**src/rtl/mfcc_pkg.sv**
```systemverilog
// Shared constants for the MFCC front end: I2S/PCM defaults and derived counter widths.
package mfcc_pkg;

  localparam int unsigned PCM_SAMPLE_WIDTH = 16;
  localparam int unsigned I2S_SLOT_BITS    = 32;
  localparam int unsigned I2S_BCLK_DIV     = 32;

  localparam int unsigned I2S_DIV_CNT_W = $clog2(I2S_BCLK_DIV);
  localparam int unsigned I2S_BIT_CNT_W = $clog2(2 * I2S_SLOT_BITS);

  typedef enum logic {
    SLOT_LEFT  = 1'b0,
    SLOT_RIGHT = 1'b1
  } i2s_slot_e;

  // Counter width that never collapses to zero bits for tiny ranges.
  function automatic int unsigned cnt_width(input int unsigned n);
    return (n <= 2) ? 1 : $clog2(n);
  endfunction

endpackage

```
**src/rtl/i2s_pcm_rx_if.sv**
```systemverilog
// Pin bundle between the I2S microphone receiver and its host/consumer.
interface i2s_pcm_rx_if
  import mfcc_pkg::*;
#(
  parameter int unsigned SAMPLE_WIDTH = PCM_SAMPLE_WIDTH
) ();

  logic                    enable_i;
  logic                    sd_i;
  logic                    bclk_o;
  logic                    lrclk_o;
  logic [SAMPLE_WIDTH-1:0] pcm_o;
  logic                    pcm_ready_o;

  modport master (
    input  enable_i,
    input  sd_i,
    output bclk_o,
    output lrclk_o,
    output pcm_o,
    output pcm_ready_o
  );

  modport slave (
    output enable_i,
    output sd_i,
    input  bclk_o,
    input  lrclk_o,
    input  pcm_o,
    input  pcm_ready_o
  );

endinterface

```
**src/rtl/i2s_clk_gen.sv**
```systemverilog
// BCLK divider: registered bit clock plus single-cycle rise/fall event flags
// asserted on the terminal-count cycle just before bclk_o toggles.
module i2s_clk_gen
  import mfcc_pkg::*;
#(
  parameter int unsigned BCLK_DIV = I2S_BCLK_DIV
) (
  input  logic clk,
  input  logic rst,
  input  logic enable_i,
  output logic bclk_o,
  output logic rise_o,
  output logic fall_o
);

  localparam int unsigned CNT_W = cnt_width(BCLK_DIV);

  logic [CNT_W-1:0] r_cnt;
  logic             r_bclk;
  logic             w_tc;

  assign w_tc   = enable_i && (r_cnt == CNT_W'(BCLK_DIV - 1));
  assign rise_o = w_tc && !r_bclk;
  assign fall_o = w_tc &&  r_bclk;
  assign bclk_o = r_bclk;

  // Counter parks at zero while idle so every enable starts a clean half-period.
  always_ff @(posedge clk) begin
    if (rst || !enable_i) begin
      r_cnt  <= '0;
      r_bclk <= 1'b0;
    end else begin
      r_cnt <= w_tc ? '0 : r_cnt + CNT_W'(1);
      if (w_tc) begin
        r_bclk <= ~r_bclk;
      end
    end
  end

endmodule

```
**src/rtl/i2s_pcm_rx.sv**
```systemverilog
// I2S master receiver: generates BCLK/LRCLK, captures one channel MSB-first
// with the I2S one-bit delay and emits one PCM sample strobe per frame.
module i2s_pcm_rx
  import mfcc_pkg::*;
#(
  parameter int unsigned SAMPLE_WIDTH = PCM_SAMPLE_WIDTH,
  parameter int unsigned SLOT_BITS    = I2S_SLOT_BITS,
  parameter int unsigned BCLK_DIV     = I2S_BCLK_DIV,
  parameter int unsigned CHANNEL      = 0
) (
  input  logic          clk,
  input  logic          rst,
  i2s_pcm_rx_if.master  bus
);

  localparam int unsigned BIT_W    = cnt_width(2 * SLOT_BITS);
  localparam i2s_slot_e   SEL_SLOT = (CHANNEL != 0) ? SLOT_RIGHT : SLOT_LEFT;

  logic                    w_bclk;
  logic                    w_rise;
  logic                    w_fall;
  logic                    r_sync1;
  logic                    r_sync2;
  logic [BIT_W-1:0]        r_bit_cnt;
  logic [BIT_W-1:0]        w_bit_nxt;
  logic [BIT_W-1:0]        w_pos;
  i2s_slot_e               w_slot;
  logic                    w_cap;
  logic                    w_last;
  logic                    r_lrclk;
  logic [SAMPLE_WIDTH-1:0] r_shift;
  logic [SAMPLE_WIDTH-1:0] w_shift_nxt;
  logic [SAMPLE_WIDTH-1:0] r_pcm;
  logic                    r_ready;

  i2s_clk_gen #(
    .BCLK_DIV (BCLK_DIV)
  ) u_clk_gen (
    .clk      (clk),
    .rst      (rst),
    .enable_i (bus.enable_i),
    .bclk_o   (w_bclk),
    .rise_o   (w_rise),
    .fall_o   (w_fall)
  );

  assign w_bit_nxt = (r_bit_cnt == BIT_W'(2 * SLOT_BITS - 1)) ? '0 : r_bit_cnt + BIT_W'(1);
  assign w_slot    = (r_bit_cnt >= BIT_W'(SLOT_BITS)) ? SLOT_RIGHT : SLOT_LEFT;
  assign w_pos     = (w_slot == SLOT_RIGHT) ? r_bit_cnt - BIT_W'(SLOT_BITS) : r_bit_cnt;

  // Position 0 carries the previous word's LSB (one-bit delay); bits past the
  // sample width are the truncated tail of a longer microphone word.
  assign w_cap  = w_rise && (w_slot == SEL_SLOT) && (w_pos != '0)
                  && (w_pos <= BIT_W'(SAMPLE_WIDTH));
  assign w_last = w_rise && (w_slot == SEL_SLOT) && (w_pos == BIT_W'(SAMPLE_WIDTH));

  assign w_shift_nxt = {r_shift[SAMPLE_WIDTH-2:0], r_sync2};

  always_ff @(posedge clk) begin
    if (rst) begin
      r_sync1   <= 1'b0;
      r_sync2   <= 1'b0;
      r_bit_cnt <= '0;
      r_lrclk   <= 1'b0;
      r_shift   <= '0;
      r_pcm     <= '0;
      r_ready   <= 1'b0;
    end else begin
      r_sync1 <= bus.sd_i;
      r_sync2 <= r_sync1;
      // Disable discards any partial word but keeps the last delivered sample.
      if (!bus.enable_i) begin
        r_bit_cnt <= '0;
        r_lrclk   <= 1'b0;
        r_shift   <= '0;
        r_ready   <= 1'b0;
      end else begin
        r_ready <= w_last;
        if (w_fall) begin
          r_bit_cnt <= w_bit_nxt;
          r_lrclk   <= (w_bit_nxt >= BIT_W'(SLOT_BITS));
        end
        if (w_cap) begin
          r_shift <= w_shift_nxt;
        end
        if (w_last) begin
          r_pcm <= w_shift_nxt;
        end
      end
    end
  end

  assign bus.bclk_o      = w_bclk;
  assign bus.lrclk_o     = r_lrclk;
  assign bus.pcm_o       = r_pcm;
  assign bus.pcm_ready_o = r_ready;

endmodule

```
**src/flat_wrapper.sv**
```systemverilog
// flat-port wrapper written by rule: the top's interface ports become plain ports
module i2s_pcm_rx_flat import mfcc_pkg::*;
#(
  parameter int unsigned SAMPLE_WIDTH = PCM_SAMPLE_WIDTH,
  parameter int unsigned SLOT_BITS    = I2S_SLOT_BITS,
  parameter int unsigned BCLK_DIV     = I2S_BCLK_DIV,
  parameter int unsigned CHANNEL      = 0
)
  (clk, rst, bus_enable_i, bus_sd_i, bus_bclk_o, bus_lrclk_o, bus_pcm_o, bus_pcm_ready_o);
  i2s_pcm_rx_if #(.SAMPLE_WIDTH(SAMPLE_WIDTH)) bus_i ();
  input  logic clk;
  input  logic rst;
  input wire logic [$bits(bus_i.enable_i)-1:0] bus_enable_i;
  input wire logic [$bits(bus_i.sd_i)-1:0] bus_sd_i;
  output wire logic [$bits(bus_i.bclk_o)-1:0] bus_bclk_o;
  output wire logic [$bits(bus_i.lrclk_o)-1:0] bus_lrclk_o;
  output wire logic [$bits(bus_i.pcm_o)-1:0] bus_pcm_o;
  output wire logic [$bits(bus_i.pcm_ready_o)-1:0] bus_pcm_ready_o;
  assign bus_i.enable_i = bus_enable_i;
  assign bus_i.sd_i = bus_sd_i;
  assign bus_bclk_o = bus_i.bclk_o;
  assign bus_lrclk_o = bus_i.lrclk_o;
  assign bus_pcm_o = bus_i.pcm_o;
  assign bus_pcm_ready_o = bus_i.pcm_ready_o;
  i2s_pcm_rx #(.SAMPLE_WIDTH(SAMPLE_WIDTH), .SLOT_BITS(SLOT_BITS), .BCLK_DIV(BCLK_DIV), .CHANNEL(CHANNEL)) u_core (.clk(clk), .rst(rst), .bus(bus_i));
endmodule
```
**config.mk**
```make
export PLATFORM = sky130hd
export DESIGN_NAME = i2s_pcm_rx_flat
export DESIGN_NICKNAME = d
export VERILOG_FILES = /design/src/rtl/mfcc_pkg.sv /design/src/rtl/i2s_pcm_rx_if.sv /design/src/rtl/i2s_clk_gen.sv /design/src/rtl/i2s_pcm_rx.sv /design/src/flat_wrapper.sv
export SDC_FILE = /design/constraint.sdc
export NUM_CORES = 1
export LEC_CHECK = 0
export CAP_MARGIN = 20
export CORE_ASPECT_RATIO = 1.75
export CORE_MARGIN = 2
export CORE_UTILIZATION = 50
export DETAILED_ROUTE_END_ITERATION = 6
export PLACE_DENSITY = 0.83
export SKIP_LAST_GASP = 1
export SYNTH_ARGS = -nofsm -noshare
export SYNTH_HDL_FRONTEND = slang
export SYNTH_HIERARCHICAL = 1
export SYNTH_SLANG_ARGS = --single-unit
```
**constraint.sdc**
```tcl
create_clock -name clk -period 3.5 [get_ports clk]
set_clock_uncertainty 0.05 [all_clocks]
set_input_delay 0.7 -clock clk [delete_from_list [all_inputs] [get_ports clk]]
set_output_delay 0.7 -clock clk [all_outputs]
set_load 0.05 [all_outputs]
```
; Yosys cells after proc, flatten, opt, wreduce, memory -nomap -nowiden
; Index checks and enable logic that the tools add are counted.
[classes]
n_reduce_logical = 14
addsub = 3
n_eq_ne = 3
order_cmp = 3
muxes = 3
bitwise_logic = 3
[ops]
columns = cell, count
row1 = $ge A6 B6 Y1 const B, 2
row2 = $mux W6, 2
row3 = $logic_and A1 B1 Y1, 7
row4 = $add A6 B1 Y6 const B, 1
row5 = $eq A6 B5 Y1 const B, 1
row6 = $eq A6 B6 Y1 const B, 1
row7 = $le A6 B5 Y1 const B, 1
row8 = $reduce_bool A6 Y1, 1
row9 = $sub A6 B6 Y6 const B, 1
row10 = $add A5 B1 Y5 const B, 1
row11 = $eq A5 B5 Y1 const B, 1
row12 = $reduce_or A2 Y1, 2
row13 = $not A1 Y1, 3
row14 = $logic_not A1 Y1, 2
row15 = $reduce_and A2 Y1, 1
row16 = $logic_or A1 B1 Y1, 1
row17 = $mux W1, 1
[word_totals]
input_bits = 4
ff_bits = 47
elab_cells = 38

; Longest topological paths before layout
; Gate-level depths: netlist of the first run.
[depth]
depth_word = 6
ltp_mapped = 10
depth_no_buf = 8

; By module
; The synthesis of the first run kept the hierarchy.
[by_module_without_submodules]
columns = module, n_inst, area_per_inst_um2, cells_per_inst
row1 = i2s_pcm_rx, 1, 1702.9, 165
row2 = i2s_clk_gen, 1, 262.8, 25

; Worst setup path before layout of the first run
; No wires, ideal clock.
[synth_path]
path_kind = register -> register
start = reg u_core.u_clk_gen.r_cnt[0]
end = reg u_core.r_pcm[10], in the netlist u_core/bus.pcm_o[10]
t_required_ps = 3332
period_less_slack_ps = 1995
slack_ps = 1505
setup_time_ps = 118
arrival_ps = 1826
stages_incl_launch_ff = 11
path_cell_list = dfxtp_1 -> ha_1 -> and3_1 -> ha_1 -> nand2_1 -> nor2_1 -> and3b_1 -> and3_1 -> buf_6 -> buf_12 -> mux2i_1
[synth_via]
elab_chain_len = 6
[synth_rtl]
columns = item, line_no
row1 = start: declaration, i2s_clk_gen.sv:18  ; logic [CNT_W-1:0] r_cnt;
row2 = start signal: assignment, i2s_clk_gen.sv:33  ; r_cnt <= w_tc ? '0 : r_cnt + CNT_W'(1);
row3 = $eq A5 B5 Y1, i2s_clk_gen.sv:22  ; assign w_tc = enable_i && (r_cnt == CNT_W'(BCLK_DIV - 1));
row4 = $logic_and A1 B1 Y1, i2s_clk_gen.sv:22
row5 = $logic_and A1 B1 Y1, i2s_clk_gen.sv:23  ; assign rise_o = w_tc && !r_bclk;
row6 = via u_core.w_rise, i2s_pcm_rx.sv:20  ; logic w_rise;
row7 = $logic_and A1 B1 Y1 (2 in a row), i2s_pcm_rx.sv:55  ; assign w_last = w_rise && (w_slot == SEL_SLOT) && (w_pos == BIT_W'(SAMPLE_WIDTH));
row8 = $reduce_and A2 Y1 (no source line), -
row9 = end signal: assignment, i2s_pcm_rx.sv:87  ; r_pcm <= w_shift_nxt;
row10 = end: declaration, i2s_pcm_rx.sv:33  ; logic [SAMPLE_WIDTH-1:0] r_pcm;
; The timed path passes the listed nets, and every way through them passes these cells.
; A chain may end at the register's enable or synchronous reset.

==> impl_results.md, run 1 <==
- Sequential power share: 61.9%
- Seq cells post-synth: 46
- Clock Latency Late Sink: 0.29 ns
- R2R cell count: 9
- Peak supply drop: 0.255 mV
- Ys Warns: 6
- Placeable Area: 3830 sq um
- Row cnt: 30
- Post-route minimum period: 2.29 ns
- Vias/cell: 4.95
- Maxcap violations: 0
- Port bufs: 22
- Area leader, netlist: dfxtp_1
- Hold Path End: u_core/u_clk_gen/r_cnt[0]
- Slew @ Worst Pin: 0.494 ns
- Critical path startpoint category: flop
- Net Sw Power: 178 uW
- Fill cell count: 362
- Root buf cell: clkbuf_8
- ANT cells: 0
- WP buf/inv: 1
- Post-route setup slack: 1.21 ns
- Area occupied by multi-input gates: 966 sq um
- Worst Hold Depth: 1
- # DRC: 0
- Final wirelength: 2.98 mm
- Hold Path Origin: u_core/u_clk_gen/r_cnt[0]
- Sw Share: 21.0%
- Die Area: 4470 sq um
- Htree depth: 2
- Final-report hold violation count: 0
- Worst min-delay path category: flop to flop
- Via count: 1,292
- Critical Path Fanout Max: 5
- Worst R2R Setup Slack: 1.30 ns
- Post-Syn Area: 1970 sq um
- Final Slew Violations: 0
- Top-Level Pins: 23
- CTS buffer count: 5
- P per Cell Area: 373 nW/um^2
- First-pass iteration count of the detailed router: 3
- CTS tree: built
- Wire per inst: 11.4 um
- Vias in the first global route: 1,237
- Worst r2r src: u_core/u_clk_gen/r_cnt[0]
- Top_reg_cell synth: dfxtp_1
- Fraction of registers with async set/reset: 0%
- Initial antenna violation count: 0
- R2R Path End: u_core/bus.pcm_o[12]
- Final core occ: 59.4%
- First-pass GRT wire length: 5.16 mm
- Syn-to-layout area delta: 15.8%
- Post-synth EDFFs: 0
- Initial Utilization: 51.3%
- Share of cells above drive strength 1: 7.04%
- Setup TNS Final: 0 ns
- Postcts setup bufs: 0
- Clock share of power: 35.3%
- Post-synth top area share: 46.8%
- Post-synthesis sequential area ratio: 46.8%
- Dominant cells by area after synthesis: dfxtp_1 (47%), mux2i_1 (17%), nand2b_1 (11%)
- Grt ovf: 0
- CP max stage delay: 0.83 ns
- Crit-path cells: clkdlybuf4s50_1
- F_max: 437 MHz
- Largest net degree at the start of global routing: 42
- Critical path type: flop to output port
- Gate count after technology mapping: 190
- Detail Route Antenna Nets: 0
- Yosys cell types: 32
- CP Capture Type: output port
- Logic pwr share: 2.9%
- FF+latch area: 921 sq um
- Avg Cell Area, Syn: 10.3 sq um
- Final #Nets: 221
- Post-Synthesis Net Count: 198
- Most frequent cell after synthesis: dfxtp_1
- Post-CTS Resized: 0
- Iteration-0 DRC Markers: 20
- Hold_buf cts: 0
- Clk slew on worst S/H paths: 0.08 ns
- Die Width: 51.4 um
- GP Congestion: 0.691
- Worst EP required: 2.75 ns
- Hpwl dp: 2.12 mm
- Status: finished clean
- Max_slew headroom: 67.0%
- Die Ht: 86.9 um
- CP Data Arrival Time: 1.54 ns
- Final period utilization: 65.4%
- Clock Sinks: 46
- Crit path max-delay cell type: clkdlybuf4s50_1
- Worst Setup Slack post-DPL: 0.957 ns
- RSZ-0062 raised after global routing: false
- Leakage: 0.785 nW
- CTS max path bufs: 2
- Delay-heaviest family, CP: buffers and inverters
- Overall Global Routing Usage: 15.3%
- Top cells by count, synth: dfxtp_1 (46), nand2b_1 (34), mux2i_1 (33), nand2_1 (20), nor2_1 (7)
- Endpoints failing setup: 0
- Int Pwr: 672 uW
[power groups by stage]
stage               Combinational [mW]  Clock (mW)  Sequential, mW
global route                    0.0276       0.328           0.526
CTS                             0.0250       0.312           0.526
detailed placement              0.0249           0           0.538
finish                          0.0243       0.300           0.526
floorplan                       0.0161           0           0.538
global placement                0.0250           0           0.538
[how the worst max path moves through the flow]
stage | end | start | depth (start not counted)
after global routing | u_core/bus.pcm_o[12] | u_core/u_clk_gen/r_cnt[0] | 9
after detailed placement | u_core/bus.pcm_o[12] | bus_enable_i | 7
after CTS | bus_lrclk_o | u_core/r_bit_cnt[5] | 1
final | bus_lrclk_o | u_core/r_bit_cnt[5] | 1
after global placement | u_core/bus.pcm_o[2] | bus_enable_i | 7
after floorplan | u_core/bus.pcm_o[10] | u_core/u_clk_gen/r_cnt[0] | 10
[cells in the final DEF (no fill, tap or decap), types with 3 or more instances in the layout]
| master | Yosys | layout |
|---|---|---|
| dfxtp_1 | 46 | 46 |
| nand2b_1 | 34 | 34 |
| mux2i_1 | 33 | 33 |
| clkdlybuf4s50_1 | 0 | 22 |
| nand2_1 | 20 | 20 |
| nor2_1 | 7 | 7 |
| clkbuf_8 | 0 | 5 |
| nor3b_1 | 4 | 4 |
| ha_1 | 4 | 4 |
| nor2b_1 | 3 | 3 |
| xor2_1 | 3 | 3 |
| nand3_1 | 3 | 3 |
| buf_4 | 0 | 3 |
[per-layer routing]
metal	vias up	part of all wire (%)	GRT usage [%]
met5	-	0	0
met1	587	42	15.3
met3	8	3.4	3.61
li1	678	-	-
met4	0	2.9	10.0
met2	19	52	27.3
[flip-flops by register name, indices dropped and copies added, names as in the netlist]
name                     flops
u_core/r_sync1               1
u_core/u_clk_gen/r_cnt       5
u_core/bus.pcm_o            16
u_core/bus.pcm_ready_o       1
u_core/r_bit_cnt             6
u_core/u_clk_gen/bclk_o      1
u_core/r_shift              15
u_core/r_sync2               1
[area by class of cell]
cell class,instances,area share [%]
inverter,2,0.330
tap,48,2.64
sequential,46,40.5
timing repair buffer,25,10.7
clock buffer,5,3.02
clock inverter,2,0.440
multi-input combinational,133,42.4
[per-stage QoR]
stage | power [mW] | area (sq um) | hold WS, ns | cells
floorplan | 0.554 | 1970 | 0.364 | 190
CTS | 0.863 | 2280 | 0.407 | 261
global placement | 0.563 | 2200 | 0.384 | 254
detailed placement | 0.563 | 2200 | 0.384 | 254
global route | 0.882 | 2280 | 0.424 | 261
finish | 0.850 | 2280 | 0.406 | 261
[cells by family (layout without fill, tap and decap cells)]
logic type      count (synthesis)  count (layout)  share of synthesized area (%)
simple gates                   84              84                           24.7
flops                          46              46                           46.8
mux                            35              35                           18.1
buf+inv                        11              34                           4.01
compound gates                  5               5                           1.53
xor+xnor                        5               5                           2.23
fa+ha+maj                       4               4                           2.55
Note: power is estimated with default switching activity, not from simulation.
==> inputs of run 2 (changes only) <==
--- a/config.mk
+++ b/config.mk
@@ -8,9 +8,9 @@
 export CAP_MARGIN = 20
 export CORE_ASPECT_RATIO = 1.75
 export CORE_MARGIN = 2
-export CORE_UTILIZATION = 50
+export CORE_UTILIZATION = 49
 export DETAILED_ROUTE_END_ITERATION = 6
-export PLACE_DENSITY = 0.83
+export PLACE_DENSITY = 0.84
 export SKIP_LAST_GASP = 1
 export SYNTH_ARGS = -nofsm -noshare
 export SYNTH_HDL_FRONTEND = slang
==> constraint.sdc (replaced) <==
create_clock -name clk -period 2 [get_ports clk]
set_clock_uncertainty 0.05 [all_clocks]
set_input_delay 0.4 -clock clk [delete_from_list [all_inputs] [get_ports clk]]
set_output_delay 0.4 -clock clk [all_outputs]
set_load 0.05 [all_outputs]
==> run 2 against run 1 <==
- clock power is 93% higher
- sequential share of layout area is 2.4 points lower
- cell count is 2.7% higher
- hold slack lost 0.017 ns
- critical path type is now flop to flop
- non-clock buffer count up 6
- register-to-register slack lost 1.2 ns
==> impl_results.md, run 2 (synthesis gave the netlist of run 1 again) <==
- Die Width: 51.9 um (was 51.4 um)
- F_max: 521 MHz
- Slew @ Worst Pin: 0.508 ns (was 0.494 ns)
- # DRC: 0 (unchanged)
- Tot Pwr: 1.55 mW (was 850 uW)
- CTS max path bufs: 2 (unchanged)
- Final Slew Violations: 0 (unchanged)
- Worst min-delay path category: flop to flop (unchanged)
- Max_slew headroom: 66.0% (was 67.0%)
- Finished Cell Area: 2430 sq um (was 2280 sq um)
- Status: finished clean (unchanged)
- Setup TNS Final: 0 ns (unchanged)
- Crit path max-delay cell type: dfxtp_4 (was clkdlybuf4s50_1)
- Peak supply drop: 0.556 mV (was 0.255 mV)
- Vias/cell: 5.06 (was 4.95)
- P per Cell Area: 637 nW/um^2 (was 373 nW/um^2)
- Max FFs per register: 16 (unchanged)
- Hold_buf cts: 0 (unchanged)
- Vias in the first global route: 1,362 (was 1,237)
- Endpoints failing setup: 0 (unchanged)
- Root buf cell: clkbuf_8 (unchanged)
- CP max stage delay: 0.36 ns (was 0.83 ns)
- First-pass GRT wire length: 5.78 mm (was 5.16 mm)
- Final wirelength: 3.43 mm (was 2.98 mm)
- Detail Route Antenna Nets: 0 (unchanged)
- First-pass iteration count of the detailed router: 4 (was 3)
- DP Area: 2220 sq um (was 2200 sq um)
- Delay-heaviest family, CP: simple AND/OR/NAND/NOR gates (was buffers and inverters)
- Worst Setup Slack post-DPL: -0.0117 ns (was 0.957 ns)
- Share of cells above drive strength 1: 15.5% (was 7.04%)
- Post-route minimum period: 1.92 ns
- Critical Path Fanout Max: 7 (was 5)
- WP buf/inv: 1 (unchanged)
- Clk slew on worst S/H paths: 0.09 ns (was 0.08 ns)
- Leakage: 0.822 nW (was 0.785 nW)
- Most common cell after layout, fill and taps aside: dfxtp_1 (unchanged)
- Final-report hold violation count: 0 (unchanged)
- Syn-to-layout area delta: 23.7% (was 15.8%)
- Placeable Area: 3870 sq um (was 3830 sq um)
- Total placed cells including tap cells: 256 (was 254)
- Commonest non-fill, non-tap cells in the layout: dfxtp_1 (44), nand2b_1 (34), mux2i_1 (33) (was dfxtp_1 (46), nand2b_1 (34), mux2i_1 (33))
- Final period utilization: 96.0%
- Final #Nets: 227 (was 221)
- Top-Level Pins: 23 (unchanged)
- CP Capture Type: flop (was output port)
- Clock Latency Late Sink: 0.30 ns (was 0.29 ns)
- Critical path type: flop to flop (was flop to output port)
- Crit-path cells: ha_4 > and3_4 > ha_4 > nand2_2 > nor2_2 > and3b_2 > mux2_4 > buf_12 > mux2i_1 (was clkdlybuf4s50_1)
- Clock Sinks: 46 (unchanged)
- Critical path startpoint category: flop (unchanged)
- Initial antenna violation count: 0 (unchanged)
- Fill cell count: 328 (was 362)
- GP Congestion: 0.683 (was 0.691)
- Worst EP required: 2.15 ns (was 2.75 ns)
- Htree depth: 2 (unchanged)
- Die Ht: 87.8 um (was 86.9 um)
- Die Area: 4550 sq um (was 4470 sq um)
- Crit path top cell by count: ha_4
- CTS buffer count: 5 (unchanged)
- CP Data Arrival Time: 2.07 ns (was 1.54 ns)
- Largest net degree at the start of global routing: 32 (was 42)
- Post-route setup slack: 0.0804 ns (was 1.21 ns)
- ANT cells: 0 (unchanged)
- Wire per inst: 12.8 um (was 11.4 um)
- Non-filler cells, final: 268 (was 261)
- CTS tree: built (unchanged)
- Maxcap violations: 0 (unchanged)
- Overall Global Routing Usage: 16.7% (was 15.3%)
- Row cnt: 30 (unchanged)
- Initial Utilization: 50.8% (was 51.3%)
- Port bufs: 22 (unchanged)
- Via count: 1,356 (was 1,292)
- Grt ovf: 0 (unchanged)
- Hpwl dp: 2.24 mm (was 2.12 mm)
- Iteration-0 DRC Markers: 25 (was 20)
## run 2: cell count changes in the layout (fill, tap and decap cells not counted), sizes merged
cell / previous run / this run
clkinv: 2 / 0
clkinvlp: 0 / 2
buf: 3 / 10
clkdlybuf4s50: 22 / 20
inv: 2 / 3
clkbuf: 5 / 6
## run 2: final timing paths
path	cells past startpoint	endpoint	slack, ns	start
max	9	u_core/r_shift[3]	0.08	u_core/u_clk_gen/r_cnt[0]
min	1	u_core/u_clk_gen/r_cnt[0]	0.39	u_core/u_clk_gen/r_cnt[0]
max reg2reg	9	u_core/r_shift[3]	0.08	u_core/u_clk_gen/r_cnt[0]
min reg2reg	1	u_core/u_clk_gen/r_cnt[0]	0.39	u_core/u_clk_gen/r_cnt[0]
## run 2: layout make-up
type                            instances  area, sq um  area share [%]
Multi-Input combinational cell        133         1020            41.8
Sequential cell                        46          926            38.1
Clock buffer                            5         68.8            2.83
Clock inverter                          3         23.8           0.978
Inverter                                2         7.51           0.309
Timing Repair Buffer                   31          329            13.5
Tap cell                               48         60.1            2.47
## run 2: per-layer routing
| metal | routed length [um] | GRT usage [%] | vias to the layer above |
|---|---|---|---|
| met2 | 1820 | 30.5 | 18 |
| li1 | - | - | 695 |
| met3 | 89 | 4.78 | 8 |
| met4 | 71 | 7.18 | 0 |
| met1 | 1450 | 17.0 | 635 |
| met5 | 0 | 0 | - |
## run 2: report_power, final
group          switching (mW)  leakage, nW  internal (mW)
clock network           0.330       0.0408          0.250
logic                  0.0219        0.409         0.0245
registers             0.00293        0.372          0.918
## run 2: timing repair
| action | 4_1_cts | 5_1_grt |
|---|---|---|
| gates cloned | 0 | 1 |
| buffers inserted | 3 | 0 |
| resized for setup | 2 | 14 |
| endpoints found under the hold margin | 0 | 0 |
| pin swaps | 0 | 4 |
| setup endpoints to repair | 12 | 29 |
## run 2: per-stage QoR
stage / hold slack [ns] / util [%]
global route: 0.409 / 62.9
detailed placement: 0.390 / 57.4
floorplan: 0.364 / -
global placement: 0.384 / 57.4
finish: 0.389 / 62.9
CTS: 0.373 / 60.9
